### src/rtl/task_out_packer.sv
// Result-packet output stage: buffers IN_WIDTH-bit words of a packet, then streams them
// to the manager as OUT_WIDTH-bit beats, most-significant slice first.
module task_out_packer #(
    parameter int IN_WIDTH   = 32,
    parameter int OUT_WIDTH  = 8,
    parameter int MAX_WORDS  = 81,
    parameter int SIZE_WIDTH = 12
) (
    input  logic                  i_clk,
    input  logic                  i_rst_n,
    input  logic [IN_WIDTH-1:0]   i_data,
    input  logic                  i_data_valid,
    input  logic                  i_input_last,
    output logic                  o_in_ready,
    input  logic                  i_tmanager_ready,
    output logic                  o_tanswer_ready,
    output logic [OUT_WIDTH-1:0]  o_tdata,
    output logic                  o_tanswer_data_last,
    output logic [SIZE_WIDTH-1:0] o_packet_size_in_bytes,
    output logic                  o_busy,
    output logic                  o_full,
    output logic                  o_overflow
);
    localparam int R   = IN_WIDTH / OUT_WIDTH;
    localparam int BW  = (R > 1) ? $clog2(R) : 1;
    localparam int AW  = (MAX_WORDS > 1) ? $clog2(MAX_WORDS) : 1;
    localparam int CW  = $clog2(MAX_WORDS + 1);
    localparam int BPW = IN_WIDTH / 8;

    typedef enum logic [1:0] {s_LOAD, s_START, s_SEND} state_t;

    state_t                state_q, state_d;
    logic [CW-1:0]         wr_cnt_q, wr_cnt_d;
    logic [CW-1:0]         rd_cnt_q, rd_cnt_d;
    logic [BW-1:0]         beat_q, beat_d;
    logic [SIZE_WIDTH-1:0] size_q, size_d;
    logic                  busy_q, busy_d;
    logic                  full_q, full_d;
    logic                  ovf_q, ovf_d;

    logic [IN_WIDTH-1:0]   mem [MAX_WORDS];
    logic [IN_WIDTH-1:0]   rdata_q;
    logic [AW-1:0]         raddr;
    logic                  wr_en;
    logic                  word_done;
    logic                  last_beat;
    logic [OUT_WIDTH-1:0]  slice;

    assign o_in_ready             = (state_q == s_LOAD);
    assign o_tanswer_ready        = (state_q == s_SEND);
    assign o_tanswer_data_last    = (state_q == s_SEND) && last_beat;
    assign o_tdata                = (state_q == s_SEND) ? slice : '0;
    assign o_packet_size_in_bytes = size_q;
    assign o_busy                 = busy_q;
    assign o_full                 = full_q;
    assign o_overflow             = ovf_q;

    assign word_done = (beat_q == BW'(R - 1));
    assign last_beat = word_done && (rd_cnt_q == wr_cnt_q - CW'(1));

    always_comb begin
        slice = '0;
        for (int b = 0; b < R; b++) begin
            if (beat_q == BW'(b)) slice = rdata_q[(R-1-b)*OUT_WIDTH +: OUT_WIDTH];
        end
    end

    always_comb begin
        state_d  = state_q;
        wr_cnt_d = wr_cnt_q;
        rd_cnt_d = rd_cnt_q;
        beat_d   = beat_q;
        size_d   = size_q;
        busy_d   = busy_q;
        full_d   = full_q;
        ovf_d    = ovf_q | (i_data_valid & ~o_in_ready);
        wr_en    = 1'b0;
        raddr    = rd_cnt_q[AW-1:0];
        case (state_q)
            s_LOAD: begin
                if (i_data_valid) begin
                    wr_en    = 1'b1;
                    wr_cnt_d = wr_cnt_q + CW'(1);
                    if (wr_cnt_q == CW'(MAX_WORDS - 1)) begin
                        full_d  = 1'b1;
                        state_d = s_START;
                    end else if (i_input_last) begin
                        state_d = s_START;
                    end
                end
            end
            s_START: begin
                size_d   = SIZE_WIDTH'(wr_cnt_q * BPW);
                busy_d   = 1'b1;
                rd_cnt_d = '0;
                beat_d   = '0;
                raddr    = '0;
                state_d  = s_SEND;
            end
            s_SEND: begin
                if (i_tmanager_ready) begin
                    if (last_beat) begin
                        state_d  = s_LOAD;
                        busy_d   = 1'b0;
                        size_d   = '0;
                        wr_cnt_d = '0;
                        full_d   = 1'b0;
                    end else if (word_done) begin
                        // Advance the read address on the same edge so the next word lands with no bubble.
                        beat_d   = '0;
                        rd_cnt_d = rd_cnt_q + CW'(1);
                        raddr    = rd_cnt_d[AW-1:0];
                    end else begin
                        beat_d = beat_q + BW'(1);
                    end
                end
            end
            default: state_d = s_LOAD;
        endcase
    end

    always_ff @(posedge i_clk) begin
        if (!i_rst_n) begin
            state_q  <= s_LOAD;
            wr_cnt_q <= '0;
            rd_cnt_q <= '0;
            beat_q   <= '0;
            size_q   <= '0;
            busy_q   <= 1'b0;
            full_q   <= 1'b0;
            ovf_q    <= 1'b0;
        end else begin
            state_q  <= state_d;
            wr_cnt_q <= wr_cnt_d;
            rd_cnt_q <= rd_cnt_d;
            beat_q   <= beat_d;
            size_q   <= size_d;
            busy_q   <= busy_d;
            full_q   <= full_d;
            ovf_q    <= ovf_d;
        end
    end

    always_ff @(posedge i_clk) begin
        if (wr_en) mem[wr_cnt_q[AW-1:0]] <= i_data;
        rdata_q <= mem[raddr];
    end
endmodule

### config.mk
export PLATFORM = sky130hd
export DESIGN_NAME = task_out_packer
export DESIGN_NICKNAME = d
export VERILOG_FILES = /design/src/rtl/task_out_packer.sv
export SDC_FILE = /design/constraint.sdc
export NUM_CORES = 2
export LEC_CHECK = 0
export BUFFER_PORTS_ARGS = -buffer_cell sky130_fd_sc_hd__buf_2
export CAP_MARGIN = 25
export CORE_ASPECT_RATIO = 2
export CORE_MARGIN = 3
export CORE_UTILIZATION = 30
export CTS_CLUSTER_DIAMETER = 30
export DETAILED_ROUTE_END_ITERATION = 12
export MAX_ROUTING_LAYER = met4
export PLACE_DENSITY = 0.5
export SLEW_MARGIN = 5
export SYNTH_ARGS = -nofsm -noshare
export SYNTH_HDL_FRONTEND = slang
export SYNTH_SLANG_ARGS = --single-unit
### constraint.sdc
create_clock -name i_clk -period 4.4 [get_ports i_clk]
set_clock_uncertainty 0.1 [all_clocks]
set_input_delay 0.44 -clock i_clk [delete_from_list [all_inputs] [get_ports i_clk]]
set_output_delay 0.44 -clock i_clk [all_outputs]
set_load 0.02 [all_outputs]
==> run summary <==
Outcome - complete, but fails checks
Failing checks - negative setup slack
Max-Slew Margin vs Limit - 20.6%
Max H-tree Level - 5
Count of final setup violators - 14
Via-to-Cell Ratio - 5.25
Overall routing resource usage - 22.3%
Clk pin slew, worst setup/hold paths - 60 ps
Minimum clock period - 4570 ps
Crit path cell chain - or4b_4 -> or4b_4 -> buf_4 -> a31o_4 -> buf_4 -> a22oi_4 -> buf_4 -> clkbuf_16 -> buf_4 -> buf_4 -> nand2_1 -> a311o_1 -> a21oi_1 -> a211o_1 -> nand4_1 -> a211oi_1
Crit-path max FO - 9
Post-synth cell types - 78
Synthesized flop and latch total - 2652
Clock Tree Buf Depth - 4
Largest net degree at the start of global routing - 82
Clock Tree Root - clkbuf_16
CTS tree - built
PnR worst setup slack - -165 ps
Initial antenna violation count - 26
Share of layout cells above drive strength 1 - 21.2%
Area growth syn-to-layout - 25.6%
WP buf/inv - 6
Nature of the critical path startpoint - flop
Pint - 43.9 mW
DR iter-0 viols - 7160
Clock power share - 46.0%
CTS sink cnt - 2652
Commonest non-fill, non-tap cell in the layout - edfxtp_1
Gr ovfl total - 0
Max Fclk - 0.219 GHz
Final HPWL from detailed placement - 262 mm
Slowest-stage cell, CP - or4b_4
PortBufs - 57
Post-synthesis sequential area ratio - 75.0%
Maximum VDD drop - 313 uV
Skew-Pair Late Insertion Delay - 900 ps
Ports - 63
Crit-path most repeated cell - buf_4
Switching part of the total - 23.3%
Final Max Slew Viols - 0
Mapped Cells - 7831
Die height - 844 um
Commonest cells after routing, fill and taps aside - edfxtp_1 (2592), nand2_1 (2150), nand3_1 (1128), buf_4 (706), clkbuf_16 (331)
Final wirelength - 403 mm
First-pass GRT wire length - 551 mm
Setup TNS Final - -823 ps
Cell family with most CP delay - compound AO/OA/AOI/OAI gates
Net Sw Power - 13.4 mW
Area of the core - 350000 um2
Pwr/cell area - 433 nW/um2
EDFF count, synth - 2592
Ys Warns - 0
Max-cap violations - 0
Final Hold Violating Endpoints - 0
Worst-Margin Slew - 1190 ps
Async SR Flop Fraction - 0%
First drt pass iteration count - 6
CP max stage delay - 550 ps
Num CTS Buffers - 308
Tcrit/Tclk final - 104%
Die Footprint - 359000 um2
R2R Setup Slk - -170 ps
CP Class - reg2reg
Die Wd - 425 um
Number of global-route vias before repair - 70700
Vias - 71400
DRC viols - 0
CP required - 5100 ps
HP Class - in2reg
CP endpoint kind - flop
Leak Pwr - 46.6 nW
Syn Area/Cell - 13.5 um2
WP data arrival - 5260 ps
# rows - 307
Seq pwr share - 49.2%
RSZ-0062 raised after global routing - yes
Final design utilization - 37.9%
Initial Utilization - 30.2%
Wire per inst - 29.6 um
Combinational power share - 4.8%
Routability cong. - 0.951
Final ANT Viol Nets - 0
Final net count - 8753
Post-synthesis cell area - 105000 um2
Primary FF master, synth - edfxtp_1
## cell families after synthesis
| group | Yosys count | share of synthesized area (%) |
|---|---|---|
| compound gates | 587 | 3.88 |
| fa+ha+maj | 12 | 0.142 |
| simple gates | 3753 | 15.4 |
| other cells | 1 | 0.00356 |
| buf+inv | 527 | 2.48 |
| flops | 2652 | 75.0 |
| mux | 287 | 3.00 |
| xor+xnor | 12 | 0.0997 |
## power by group through the flow
stage               logic [mW]  registers [mW]  clock network, mW
floorplan                0.790            28.7                  0
global placement          2.57            28.7                  0
detailed placement        2.58            28.7                  0
CTS                       2.64            28.2               26.7
global route              2.81            28.2               27.7
finish                    2.75            28.2               26.4
## metrics by stage
stage	cell area, um2	instances	hold WS (ps)	power [mW]	setup slack [ps]
finish	132000	13600	40.7	57.3	-165
global route	132000	13600	32.6	58.7	-179
CTS	131000	13500	0.857	57.6	-30.5
detailed placement	119000	12900	385	31.3	-799
global placement	119000	12900	383	31.3	-945
floorplan	105000	7835	352	29.4	343
## state kept, by name, indices dropped and copies added, names as in the netlist
| name | count |
|---|---|
| state_q | 2 |
| rd_cnt_q | 7 |
| beat_q | 2 |
| wr_cnt_q | 7 |
| o_busy | 1 |
| o_packet_size_in_bytes | 7 |
| o_overflow | 1 |
| rdata_q | 32 |
| mem | 2592 |
| o_full | 1 |
## cells in the mapped netlist, types with 7 or more instances
cell       instances  area share, %
nand2_1         2156            7.7
dfxtp_1           60            1.1
nor4_1            27           0.16
and2_1            12          0.071
ha_1              12           0.14
a21boi_0           9          0.064
o22ai_1           19           0.11
nand3_1         1150            5.5
a32oi_1           24           0.20
clkbuf_1         100           0.36
nor2b_1           22           0.13
buf_4             43           0.31
a211oi_1          20           0.14
inv_1             20          0.071
mux2i_1          258            2.4
a2111oi_0         12           0.10
a41o_1             7          0.066
nor2_1           155           0.55
a311oi_1          70           0.58
o211a_1            7          0.066
buf_6             11           0.12
buf_2            307            1.5
nor3_1            36           0.17
buf_1             45           0.16
edfxtp_1        2592             74
a31oi_1           87           0.52
a22oi_1           38           0.27
and3_1            92           0.55
nand4_1           76           0.45
o211ai_1          26           0.19
a21oi_1          159           0.75
mux4_2            22           0.47
o21ai_0           38           0.18
## routing by layer
metal / routed length, um / GRT usage, % / share of wire (%) / up-vias
li1: - / - / - / 30700
met1: 138000 / 23.2 / 34 / 36800
met2: 210000 / 39.2 / 52 / 2914
met3: 22000 / 2.69 / 5.5 / 1025
met4: 33300 / 15.1 / 8.3 / 0
met5: 0 / - / 0 / -
## layout make-up
cell class / count / area (um2)
fillers: 32900 / 217000
flip-flops and latches: 2652 / 79000
multi-input cells: 4656 / 25600
repair buffers: 1066 / 11400
clock buffers: 347 / 8080
well taps: 4635 / 5800
clock inverters: 212 / 2400
inverters: 20 / 75.1
diodes: 13 / 32.5
## what timing repair did
action | in CTS | in global routing
hold endpoints to repair | 442 | 7
pin swaps | 25 | 61
buffers inserted | 24 | 35
hold buffers | 20 | 1
gates cloned | 5 | 19
resized for setup | 114 | 216
endpoints found under the setup margin | 32 | 32
## path summary, 6_finish.rpt
kind	start	to	depth (start not counted)
max	wr_cnt_q[5]	rdata_q[17]	16
min	i_data[20]	mem[74][20]	1
max reg2reg	wr_cnt_q[5]	rdata_q[17]	16
min reg2reg	mem[80][10]	rdata_q[10]	2
Note: power is estimated with default switching activity, not from simulation.
